File: src/rtl/gpu_cmd_sequencer_if.sv
// Operation bus between the command sequencer and the GPU execution unit.
// The sequencer presents ops over a valid/ready handshake; the execution unit
// returns exactly one result pulse per accepted op, in issue order.
interface gpu_cmd_sequencer_if;
  logic        op_valid;
  logic        op_ready;
  logic [7:0]  op_code;
  logic [15:0] op_addr_a;
  logic [15:0] op_addr_b;
  logic [15:0] op_data;
  logic        result_valid;
  logic [15:0] result_data;

  // Sequencer side: presents ops, retires results.
  modport master (
    output op_valid, op_code, op_addr_a, op_addr_b, op_data,
    input  op_ready, result_valid, result_data
  );

  // Execution unit side: accepts ops, produces results.
  modport slave (
    input  op_valid, op_code, op_addr_a, op_addr_b, op_data,
    output op_ready, result_valid, result_data
  );
endinterface

File: src/rtl/gpu_cmd_sequencer.sv
// GPU command sequencer: consumes the CPU->GPU mailbox, issues a burst of
// operations to the execution unit while stepping two PCs, and retires the
// results into gpu_data_out for the CPU to read back.
//
// Build option GPU_SEQ_RESTART_EN: when defined, a nonzero instruction write
// while busy aborts the running command and starts the new one; when not
// defined, such a write is dropped and flagged on the sticky overrun output.
//
// state | meaning
// ------+-----------------------------------------------------------
// IDLE  | waiting for a nonzero instruction write
// ISSUE | presenting ops; PCs step on every accepted op
// DRAIN | all ops issued, waiting for outstanding results
// DONE  | one-cycle completion pulse, then back to IDLE
module gpu_cmd_sequencer #(
  parameter int MAX_OUTSTANDING = 15
) (
  input  logic                       clk,
  input  logic                       reset,
  input  logic                       instr_write,
  input  logic [7:0]                 gpu_instr,
  input  logic [15:0]                gpu_pca,
  input  logic [15:0]                gpu_pcb,
  input  logic [7:0]                 gpu_pcai,
  input  logic [7:0]                 gpu_pcbi,
  input  logic [7:0]                 gpu_repeat,
  input  logic [15:0]                gpu_cpu_data,
  gpu_cmd_sequencer_if.master        op_bus,
  output logic [15:0]                gpu_data_out,
  output logic                       busy,
  output logic                       done,
  output logic                       overrun
);

  typedef enum logic [1:0] {
    IDLE  = 2'd0,
    ISSUE = 2'd1,
    DRAIN = 2'd2,
    DONE  = 2'd3
  } state_t;

  // The outstanding counter is 4 bits wide, so the cap is limited to 1..15.
  localparam logic [3:0] MAX_OUT = 4'(MAX_OUTSTANDING);

  state_t      state;
  logic        op_valid_q;
  logic [7:0]  op_code_q;
  logic [15:0] pca_q;
  logic [15:0] pcb_q;
  logic [7:0]  pcai_q;
  logic [7:0]  pcbi_q;
  logic [15:0] data_q;
  logic [7:0]  remaining;
  logic [3:0]  outstanding;

  logic        handshake;
  logic        retire;
  logic        new_cmd;
  logic        load_cmd;
  logic [3:0]  out_nxt;

  assign op_bus.op_valid  = op_valid_q;
  assign op_bus.op_code   = op_code_q;
  assign op_bus.op_addr_a = pca_q;
  assign op_bus.op_addr_b = pcb_q;
  assign op_bus.op_data   = data_q;

  // Handshake/retire qualification and the next outstanding count.
  // A stray result with nothing outstanding (e.g. after a reset) is dropped.
  always_comb begin
    handshake = op_valid_q && op_bus.op_ready;
    retire    = op_bus.result_valid && (outstanding != 4'd0);
    new_cmd   = instr_write && (gpu_instr != 8'd0);
`ifdef GPU_SEQ_RESTART_EN
    load_cmd  = new_cmd;
`else
    load_cmd  = new_cmd && (state == IDLE);
`endif
    out_nxt   = outstanding;
    if (handshake && !retire) begin
      out_nxt = outstanding + 4'd1;
    end else if (!handshake && retire) begin
      out_nxt = outstanding - 4'd1;
    end
  end

  // Sequencer FSM with registered op fields, status outputs and result capture.
  // op_valid is registered from the next outstanding count so that it reads
  // as "outstanding < cap" in the same cycle the count is visible.
  always_ff @(posedge clk) begin
    if (reset) begin
      state        <= IDLE;
      op_valid_q   <= 1'b0;
      op_code_q    <= 8'd0;
      pca_q        <= 16'd0;
      pcb_q        <= 16'd0;
      pcai_q       <= 8'd0;
      pcbi_q       <= 8'd0;
      data_q       <= 16'd0;
      remaining    <= 8'd0;
      outstanding  <= 4'd0;
      gpu_data_out <= 16'd0;
      busy         <= 1'b0;
      done         <= 1'b0;
`ifndef GPU_SEQ_RESTART_EN
      overrun      <= 1'b0;
`endif
    end else begin
      outstanding <= out_nxt;
      if (retire) begin
        gpu_data_out <= op_bus.result_data;
      end

`ifndef GPU_SEQ_RESTART_EN
      if (new_cmd && (state != IDLE)) begin
        overrun <= 1'b1;
      end
`endif

      if (load_cmd) begin
        // Snapshot the mailbox; with restart enabled this also replaces a
        // running command, while its in-flight results keep retiring.
        op_code_q <= gpu_instr;
        pca_q     <= gpu_pca;
        pcb_q     <= gpu_pcb;
        pcai_q    <= gpu_pcai;
        pcbi_q    <= gpu_pcbi;
        data_q    <= gpu_cpu_data;
        remaining <= gpu_repeat;
        busy      <= 1'b1;
        if (gpu_repeat == 8'd0) begin
          state      <= DONE;
          done       <= 1'b1;
          op_valid_q <= 1'b0;
        end else begin
          state      <= ISSUE;
          done       <= 1'b0;
          op_valid_q <= (out_nxt < MAX_OUT);
        end
      end else begin
        case (state)
          IDLE: begin
            op_valid_q <= 1'b0;
            busy       <= 1'b0;
            done       <= 1'b0;
          end
          ISSUE: begin
            if (handshake) begin
              pca_q     <= pca_q + {8'd0, pcai_q};
              pcb_q     <= pcb_q + {8'd0, pcbi_q};
              remaining <= remaining - 8'd1;
            end
            if (handshake && (remaining == 8'd1)) begin
              state      <= DRAIN;
              op_valid_q <= 1'b0;
            end else begin
              op_valid_q <= (out_nxt < MAX_OUT);
            end
          end
          DRAIN: begin
            op_valid_q <= 1'b0;
            if (out_nxt == 4'd0) begin
              state <= DONE;
              done  <= 1'b1;
            end
          end
          DONE: begin
            state      <= IDLE;
            op_valid_q <= 1'b0;
            busy       <= 1'b0;
            done       <= 1'b0;
          end
          default: begin
            state      <= IDLE;
            op_valid_q <= 1'b0;
            busy       <= 1'b0;
            done       <= 1'b0;
          end
        endcase
      end
    end
  end

`ifdef GPU_SEQ_RESTART_EN
  // Restart mode never drops a command, so there is nothing to flag.
  assign overrun = 1'b0;
`endif

endmodule

File: src/flat_wrapper.sv
// flat-port wrapper written by rule: the top's interface ports become plain ports
module gpu_cmd_sequencer_flat 
#(
  parameter int MAX_OUTSTANDING = 15
)
  (clk, reset, instr_write, gpu_instr, gpu_pca, gpu_pcb, gpu_pcai, gpu_pcbi, gpu_repeat, gpu_cpu_data, gpu_data_out, busy, done, overrun, op_bus_op_valid, op_bus_op_code, op_bus_op_addr_a, op_bus_op_addr_b, op_bus_op_data, op_bus_op_ready, op_bus_result_valid, op_bus_result_data);
  gpu_cmd_sequencer_if op_bus_i ();
  input  logic clk;
  input  logic reset;
  input  logic instr_write;
  input  logic [7:0] gpu_instr;
  input  logic [15:0] gpu_pca;
  input  logic [15:0] gpu_pcb;
  input  logic [7:0] gpu_pcai;
  input  logic [7:0] gpu_pcbi;
  input  logic [7:0] gpu_repeat;
  input  logic [15:0] gpu_cpu_data;
  output logic [15:0] gpu_data_out;
  output logic busy;
  output logic done;
  output logic overrun;
  output wire logic [$bits(op_bus_i.op_valid)-1:0] op_bus_op_valid;
  output wire logic [$bits(op_bus_i.op_code)-1:0] op_bus_op_code;
  output wire logic [$bits(op_bus_i.op_addr_a)-1:0] op_bus_op_addr_a;
  output wire logic [$bits(op_bus_i.op_addr_b)-1:0] op_bus_op_addr_b;
  output wire logic [$bits(op_bus_i.op_data)-1:0] op_bus_op_data;
  input wire logic [$bits(op_bus_i.op_ready)-1:0] op_bus_op_ready;
  input wire logic [$bits(op_bus_i.result_valid)-1:0] op_bus_result_valid;
  input wire logic [$bits(op_bus_i.result_data)-1:0] op_bus_result_data;
  assign op_bus_op_valid = op_bus_i.op_valid;
  assign op_bus_op_code = op_bus_i.op_code;
  assign op_bus_op_addr_a = op_bus_i.op_addr_a;
  assign op_bus_op_addr_b = op_bus_i.op_addr_b;
  assign op_bus_op_data = op_bus_i.op_data;
  assign op_bus_i.op_ready = op_bus_op_ready;
  assign op_bus_i.result_valid = op_bus_result_valid;
  assign op_bus_i.result_data = op_bus_result_data;
  gpu_cmd_sequencer #(.MAX_OUTSTANDING(MAX_OUTSTANDING)) u_core (.clk(clk), .reset(reset), .instr_write(instr_write), .gpu_instr(gpu_instr), .gpu_pca(gpu_pca), .gpu_pcb(gpu_pcb), .gpu_pcai(gpu_pcai), .gpu_pcbi(gpu_pcbi), .gpu_repeat(gpu_repeat), .gpu_cpu_data(gpu_cpu_data), .op_bus(op_bus_i), .gpu_data_out(gpu_data_out), .busy(busy), .done(done), .overrun(overrun));
endmodule
File: config.mk
export PLATFORM = sky130hd
export DESIGN_NAME = gpu_cmd_sequencer_flat
export DESIGN_NICKNAME = d
export VERILOG_FILES = /design/src/rtl/gpu_cmd_sequencer_if.sv /design/src/rtl/gpu_cmd_sequencer.sv /design/src/flat_wrapper.sv
export SDC_FILE = /design/constraint.sdc
export NUM_CORES = 1
export LEC_CHECK = 0
export ABC_AREA = 1
export CAP_MARGIN = 10
export CELL_PAD_IN_SITES_DETAIL_PLACEMENT = 1
export CELL_PAD_IN_SITES_GLOBAL_PLACEMENT = 1
export CORE_MARGIN = 2
export CORE_UTILIZATION = 29
export CTS_CLUSTER_DIAMETER = 100
export CTS_CLUSTER_SIZE = 10
export DETAILED_ROUTE_END_ITERATION = 12
export PLACE_DENSITY = 0.78
export SLEW_MARGIN = 20
export SYNTH_ARGS = -nofsm -noshare
export SYNTH_HDL_FRONTEND = slang
export SYNTH_SLANG_ARGS = --single-unit
export TNS_END_PERCENT = 10
File: constraint.sdc
create_clock -name clk -period 1.82 [get_ports clk]
set_input_delay 0.364 -clock clk [delete_from_list [all_inputs] [get_ports clk]]
set_output_delay 0.364 -clock clk [all_outputs]
set_load 0.01 [all_outputs]
# == Word level (Yosys, flattened, before mapping) ==
# Index checks and enable logic that the tools add are counted.
# totals
ff_bits,106
latchBits,0
ram_bits,0
mem_bits_ro,0
inputBits,101
output_inout_bits,76
elab_cells,78
memories,0
# classes
n_addsub,5
n_mul,0
div,0
magnitude_cmp,1
n_eq_ne,6
shifts,0
mux,26
n_bitwise,0
reduce_logical,26
# op_table
op,n
$mux W16,6
$add A16 B8 Y16,2
$mux W8,3
$eq A8 B1 Y1 const B,1
$logic_and A1 B1 Y1,8
$logic_not A8 Y1,1
$mux W1,8
$mux W2,4
$mux W4,2
$reduce_bool A2 Y1,4
$reduce_bool A4 Y1,2
$reduce_bool A8 Y1,1
$sub A8 B1 Y8 const B,1
$ne A3 B1 Y1 const B,2
$pmux W2 S3,1
$add A4 B1 Y4 const B,1
$eq A2 B2 Y1 const B,2
$logic_not A4 Y1,1
$lt A4 B4 Y1 const B,1
$pmux W1 S2,2
$reduce_and A2 Y1,2
$sub A4 B1 Y4 const B,1
$reduce_and A3 Y1,1
$reduce_bool A3 Y1,1
5 further kinds,6

# == Longest topological paths before layout ==
# Gate-level depths: netlist of the first run.
# depth
word_depth,9
ltp_mapped,16
ltp_nobuf,15

# == Worst setup path after synthesis of the first run ==
# Ideal clock, no wire load.
# synth_timing
path_kind,register to register
from,"reg u_core.pca_q[0], in the netlist u_core.op_bus.op_addr_a[0]"
to,"reg u_core.pca_q[14], in the netlist u_core.op_bus.op_addr_a[14]"
setup_ns,0.135
arrival_ns,1.867
required_ns,1.685
slack_ns,-0.183
stages_incl_launch_ff,11
path_buffers,0
period_less_slack_ns,2.003
path_cell_list,dfxtp_1 -> ha_1 -> inv_1 -> fa_1 -> o21ai_2 -> nand2_1 -> a21oi_2 -> nand2_1 -> xnor2_1 -> o21bai_1 -> a21oi_1
# synth_via
elab_chain_len,4
# synth_rtl
item,line,text
"start, declared",gpu_cmd_sequencer.sv:48,logic [15:0] pca_q;
"start signal, assigned",gpu_cmd_sequencer.sv:124,pca_q <= gpu_pca;
"start signal, assigned",gpu_cmd_sequencer.sv:149,"pca_q <= pca_q + {8'd0, pcai_q};"
$add A16 B8 Y16,gpu_cmd_sequencer.sv:149,
$mux W16,gpu_cmd_sequencer.sv:148,if (handshake) begin
$mux W16,gpu_cmd_sequencer.sv:141,case (state)
$mux W16,gpu_cmd_sequencer.sv:120,if (load_cmd) begin
# No other way between the ends. The select of a mux whose other input is x is not followed.
# A chain may end at the register's enable or synchronous reset.

# == Worst setup path in the final report of the first run ==
# layout_timing
from,"reg u_core.pcb_q[0], in the netlist u_core.op_bus.op_addr_b[0]"
to,"reg u_core.pcb_q[10], in the netlist u_core.op_bus.op_addr_b[10]"
# layout_via
elab_chain_len,4
# layout_rtl
item,line,text
"start, declared",gpu_cmd_sequencer.sv:49,logic [15:0] pcb_q;
"start signal, assigned",gpu_cmd_sequencer.sv:125,pcb_q <= gpu_pcb;
"start signal, assigned",gpu_cmd_sequencer.sv:150,"pcb_q <= pcb_q + {8'd0, pcbi_q};"
$add A16 B8 Y16,gpu_cmd_sequencer.sv:150,
$mux W16,gpu_cmd_sequencer.sv:148,
$mux W16,gpu_cmd_sequencer.sv:141,
$mux W16,gpu_cmd_sequencer.sv:120,
# No other way between the ends. The select of a mux whose other input is x is not followed.

==> results of run 1 <==
[critical path, stage by stage (launching register included)]
cell     delay (ns)
dfxtp_2        0.34
ha_2           0.17
inv_1          0.05
fa_2           0.35
o21ai_2        0.18
nand2_2        0.11
a21oi_2        0.23
nand2_1        0.09
nand3_1        0.08
nand3_1        0.10
nand2_1        0.07
inv_1          0.03
[routing by layer]
| layer | vias up | global-route usage, % | part of all wire (%) |
|---|---|---|---|
| met1 | 2897 | 24.0 | 45 |
| met4 | 0 | 3.72 | 1.1 |
| met2 | 145 | 34.1 | 49 |
| li1 | 3080 | - | - |
| met3 | 17 | 4.09 | 5.1 |
| met5 | - | 0 | 0 |
[worst paths after layout]
| check | startpoint | end | slack, ns | cells past startpoint |
|---|---|---|---|---|
| setup reg to reg | u_core.op_bus.op_addr_b[0] | u_core.op_bus.op_addr_b[10] | -0.09 | 11 |
| hold reg to reg | u_core.busy | u_core.busy | 0.47 | 2 |
| setup / recovery | u_core.op_bus.op_addr_b[0] | u_core.op_bus.op_addr_b[10] | -0.09 | 11 |
| hold / removal | gpu_instr[0] | u_core.op_bus.op_code[0] | 0.31 | 3 |
[sequential cells by signal, summed over array words and instances (netlist names), 4 cells and up]
signal                   flops
u_core.pcbi_q                8
u_core.op_bus.op_addr_b     16
u_core.op_bus.op_code        8
u_core.remaining             8
u_core.op_bus.op_addr_a     16
u_core.gpu_data_out         16
u_core.op_bus.op_data       16
u_core.pcai_q                8
u_core.outstanding           4
[through the flow]
step	instances	hold WS [ns]	cell area, µm²	setup WS [ns]
global route	1304	0.324	8960	-0.224
floorplan	801	0.448	5650	-0.0366
global placement	1281	0.448	8190	-0.344
CTS	1297	0.472	8540	-0.0421
finish	1304	0.311	8960	-0.0898
detailed placement	1281	0.459	8190	-0.360
[cells in the final DEF (no fill, tap or decap), types with 4 or more instances in the layout]
master	count
inv_1	61
nor3_1	4
o21ai_2	9
ha_4	12
nand4_1	7
xnor2_1	6
nor2_1	72
nand3_1	30
nand2_1	208
nand2_2	9
buf_4	77
clkbuf_16	10
buf_12	5
inv_2	13
a21oi_2	10
a21oi_1	70
xor2_1	9
o21bai_1	4
ha_1	11
o21ai_1	9
nor4_1	4
nand3_2	7
dfxtp_2	15
a31oi_1	11
o211ai_1	4
clkdlybuf4s50_1	165
dlymetal6s2s_1	10
nand2_4	6
o21ai_0	37
nor2_2	5
dfxtp_1	91
buf_6	4
[timing repair]
action | in CTS | in global routing
pin swaps | 4 | 23
cloned | 0 | 1
buffers inserted | 2 | 6
endpoints found under the setup margin | 26 | 61
gates resized for setup | 21 | 90
[power groups by stage]
| stage | logic [mW] | clock network, mW | registers, mW |
|---|---|---|---|
| floorplan | 2.39 | 0 | 3.41 |
| global placement | 4.59 | 0 | 3.26 |
| detailed placement | 4.71 | 0 | 3.28 |
| CTS | 4.77 | 1.92 | 3.24 |
| global route | 5.78 | 2.01 | 3.36 |
| finish | 5.19 | 1.86 | 3.29 |
[logic make-up (layout without fill, tap and decap cells)]
group	after synthesis	in the layout	share of synthesized area [%]
compound gates	171	171	17.4
xor+xnor	15	15	2.34
fa+ha+maj	27	27	6.28
buf+inv	111	354	8.44
flops	106	106	37.8
simple gates	371	371	27.8
[final cells by class]
type	instances	area (µm²)
Clock buffer	10	239
Fill cell	2327	9870
Multi-Input combinational cell	584	3390
Sequential cell	106	2140
Tap cell	260	325
Timing Repair Buffer	264	2540
Inverter	76	292
Clock inverter	4	28.8
==> results.txt, run 1 <==
Synth async-reset ratio: 0%
DRT Pass-1 Iters: 4
Clk pwr share: 18.0%
Ranking of synthesized cells by area: dfxtp_1 (38%), nand2_1 (15%), a21oi_1 (6.8%), ha_1 (5.6%), nor2_1 (5.1%)
Core Area: 18800 µm²
Mapped Nets: 929
Min Tclk post-route: 1.91 ns
Largest net degree at the start of global routing: 52
Synth warnings: 0
Via count: 6139
Final wirelength: 20000 µm
Post-Syn Area: 5620 µm²
HP Class: primary input to flip-flop
P_int: 6.37 mW
Longest Clk Path Bufs: 2
Worst slew margin: 67.5%
Switching Share: 38.4%
Total CTS buffers: 9
Failing checks: negative setup slack
FMAX: 524 MHz
Worst Max-Slew Pin Slew: 0.483 ns
Nets: 1169
Clock Latency Late Sink: 0.34 ns
Wirelength per Cell: 15.3 µm
Post-synth EDFFs: 0
Status: finished, violations left
Final WS setup: -0.0898 ns
RSZ-0062 raised after global routing: true
Port Buffers: 176
CTS sink count: 106
Final period utilization: 105%
Distinct cells, synth: 45
Top-count cell post-synth: nand2_1
Mean area per synthesized cell: 7.02 µm²
Die area: 20500 µm²
Final total power: 10.3 mW
# diodes: 0
Gr ovfl total: 0
Area grow syn2layout: 59.4%
Final setup fails: 8
Mean number of vias per cell: 4.71
GRT Total Usage: 19.2%
Crit. End Element: flip-flop
Detailed placement HPWL: 14900 µm
Vias in the first global route: 6390
Pwr/cell area: 1150 nW/µm²
Mapped Cells: 801
Initial Util: 29.8%
Combinational Power Share: 50.3%
Yosys top cell by area: dfxtp_1
Initial antenna violation count: 1
First-pass GRT wire length: 31600 µm
Post-synthesis register bit count: 106
Top cell type's share of synthesized area: 37.8%
Max-Cap Viols: 0
Startpoint Class: flip-flop
Worst Skew: 0.00409 ns
Core Util, Final: 47.6%
CTS clk-pin slew, worst paths: 0.07 ns
Hold Buf Count CTS: 0
Row count: 50
Die X: 143 µm
CP Max Fanout: 4
Critical Path AT: 2.16 ns
Num ports: 177
Commonest cells in the netlist: nand2_1 (218), dfxtp_1 (106), a21oi_1 (76), nor2_1 (76), inv_1 (68)
H-tree Lvls: 3
Setup_tns: -0.369 ns
CTS tree: built
Fin. max-slew vios: 0
Sequential area share after synthesis: 37.8%
Layout cell share with drive strength beyond 1: 20.5%
LEAKAGE: 3.72 nW
DIE HEIGHT: 143 µm
Maximum VDD drop: 0.506 mV
Switching power: 3.97 mW
Clock root buffer: clkbuf_16
Worst path required time: 2.07 ns
Synth Flop Type: dfxtp_1
Antenna Violating Nets Remaining: 0
Fin. Hold Viols: 0
Seq pwr share: 31.8%
GP Congestion: 0.862
Drc violations: 0
Starting DRT DRC Count: 195
CP Class: flip-flop to flip-flop
Note: power is estimated with default switching activity, not from simulation.
==> run 2, diff against run 1 <==
- CELL_PAD_IN_SITES_DETAIL_PLACEMENT: 1 -> not set
- CELL_PAD_IN_SITES_GLOBAL_PLACEMENT: 1 -> not set
- CORE_UTILIZATION: 29 -> 43
- PLACE_DENSITY: 0.78 -> 0.8
- TNS_END_PERCENT: 10 -> not set
==> run 2 against run 1 <==
The run still ends with negative setup slack left. Global-route usage rose by 4.7 points. Core utilization grew 21 points. First-iteration DRC count grew 120%. Critical path type unchanged. Critical endpoint is now u_core.op_bus.op_addr_a[14]. Largest cell class unchanged. Highest routed layer unchanged.
==> results.txt, run 2 (same netlist as run 1, synthesis figures left out) <==
Starting DRT DRC Count: 421
Clock Latency Late Sink: 0.36 ns
Post-Layout Inst Area: 8740 µm²
Hold wc startpoint: gpu_instr[2]
Initial antenna violation count: 0
Max-Cap Viols: 0
Final WS setup: -0.0902 ns
Drc violations: 0
Antenna Violating Nets Remaining: 0
# diodes: 0
Via count: 6071
Crit. End Element: flip-flop
Fillers: 1033
R2R Path End: u_core.op_bus.op_addr_a[14]
Longest Clk Path Bufs: 2
Vias in the first global route: 5757
Layout cell share with drive strength beyond 1: 18.3%
Num ports: 177
Pwr/cell area: 1180 nW/µm²
Hold Buf Count CTS: 0
Critical Path AT: 2.14 ns
Post-Place Cell Area: 7980 µm²
R2R depth: 10
Fin. max-slew vios: 0
Startpoint Class: flip-flop
Dpl ws: -0.428 ns
Die area: 14000 µm²
Total CTS buffers: 9
Row count: 41
Area grow syn2layout: 55.5%
DIE HEIGHT: 118 µm
Post-route insts no fill: 1199
Largest net degree at the start of global routing: 75
H-tree Lvls: 3
Setup_tns: -0.270 ns
Status: finished, violations left
Core Util, Final: 69.0%
HP Class: primary input to flip-flop
Worst slew margin: 64.0%
Maximum VDD drop: 0.571 mV
CP Class: flip-flop to flip-flop
Detailed placement HPWL: 12200 µm
Most frequent cells in the layout: nand2_1 (206), clkdlybuf4s50_1 (168), dfxtp_1 (95)
Port Buffers: 176
Final total power: 10.3 mW
Nets: 1150
Hold EP: u_core.op_bus.op_code[2]
Final setup fails: 4
CTS tree: built
Min Tclk post-route: 1.91 ns
Worst path required time: 2.05 ns
FMAX: 523 MHz
Mean number of vias per cell: 5.06
GP Congestion: 0.926
Die X: 118 µm
Worst hold slack: 0.320 ns
Core Area: 12700 µm²
CTS sink count: 106
Worst Skew: 0.00750 ns
Reg2reg start: u_core.op_bus.op_addr_a[0]
Hold path depth: 3
Final period utilization: 105%
Fin. Hold Viols: 0
Placed Cells: 1174
Initial Util: 44.4%
Most common cell after layout, fill and taps aside: nand2_1
DRT Pass-1 Iters: 5
Clock root buffer: clkbuf_16
Worst Max-Slew Pin Slew: 0.540 ns
First-pass GRT wire length: 27400 µm
CTS clk-pin slew, worst paths: 0.07 ns
Gr ovfl total: 0
LEAKAGE: 3.62 nW
Wirelength per Cell: 14.3 µm
R2R setup slack: -0.09 ns
Failing checks: negative setup slack
RSZ-0062 raised after global routing: true
GRT Total Usage: 23.8%
Final wirelength: 17100 µm
CP Max Fanout: 4
-- run 2: cell types whose count changed in the layout (fill, tap and decap cells not counted), sizes merged --
cell	previous run	this run
buf	88	70
bufinv	0	2
clkbuf	11	9
clkdlybuf4s50	165	168
clkinv	2	3
clkinvlp	2	0
dlymetal6s2s	10	7
inv	76	78
-- run 2: per-layer routing --
layer,GRT usage (%),vias up,wire length (µm),share of wire (%)
met3,4.58,28,1200,7.0
met2,38.7,211,8000,47
met5,0,-,0,0
li1,-,3054,-,-
met4,9.41,0,380,2.2
met1,31.1,2778,7530,44
-- run 2: cell type report --
cell class | count | area [µm²] | share of cell area [%]
inverter | 76 | 287 | 3.28
clock inverter | 7 | 100 | 1.15
tap | 172 | 215 | 2.46
sequential | 106 | 2140 | 24.5
timing repair buffer | 245 | 2420 | 27.7
multi-input combinational | 584 | 3350 | 38.3
clock buffer | 9 | 225 | 2.58
-- run 2: report_power, final --
group,switching (mW),internal [mW]
Sequential,0.431,2.87
Combinational,2.49,2.37
Clock,0.925,1.22
Total,3.84,6.46
-- run 2: worst max-delay path by stage --
stage | cells past startpoint | to | start
floorplan | 10 | u_core.op_bus.op_addr_a[14] | u_core.op_bus.op_addr_a[0]
global placement | 10 | u_core.op_bus.op_addr_a[10] | gpu_instr[0]
detailed placement | 8 | u_core.op_bus.op_addr_b[3] | gpu_instr[0]
CTS | 12 | u_core.op_bus.op_addr_b[12] | u_core.op_bus.op_addr_b[0]
global route | 10 | u_core.op_bus.op_addr_a[14] | u_core.op_bus.op_addr_a[0]
finish | 10 | u_core.op_bus.op_addr_a[14] | u_core.op_bus.op_addr_a[0]
-- run 2: worst max-delay path, stage by stage, from the launching register on --
cell,delay (ns)
dfxtp_2,0.35
ha_4,0.14
inv_2,0.04
fa_2,0.36
o21ai_4,0.16
nand2_2,0.10
a21oi_4,0.20
nand2_2,0.09
xnor2_2,0.13
o21bai_1,0.14
a21oi_1,0.07
-- run 2: repair_timing --
item | CTS | global route
setup endpoints to repair | 15 | 83
setup buffers | 2 | 7
resized for setup | 16 | 81
pin swaps | 6 | 25
cloned | 0 | 0
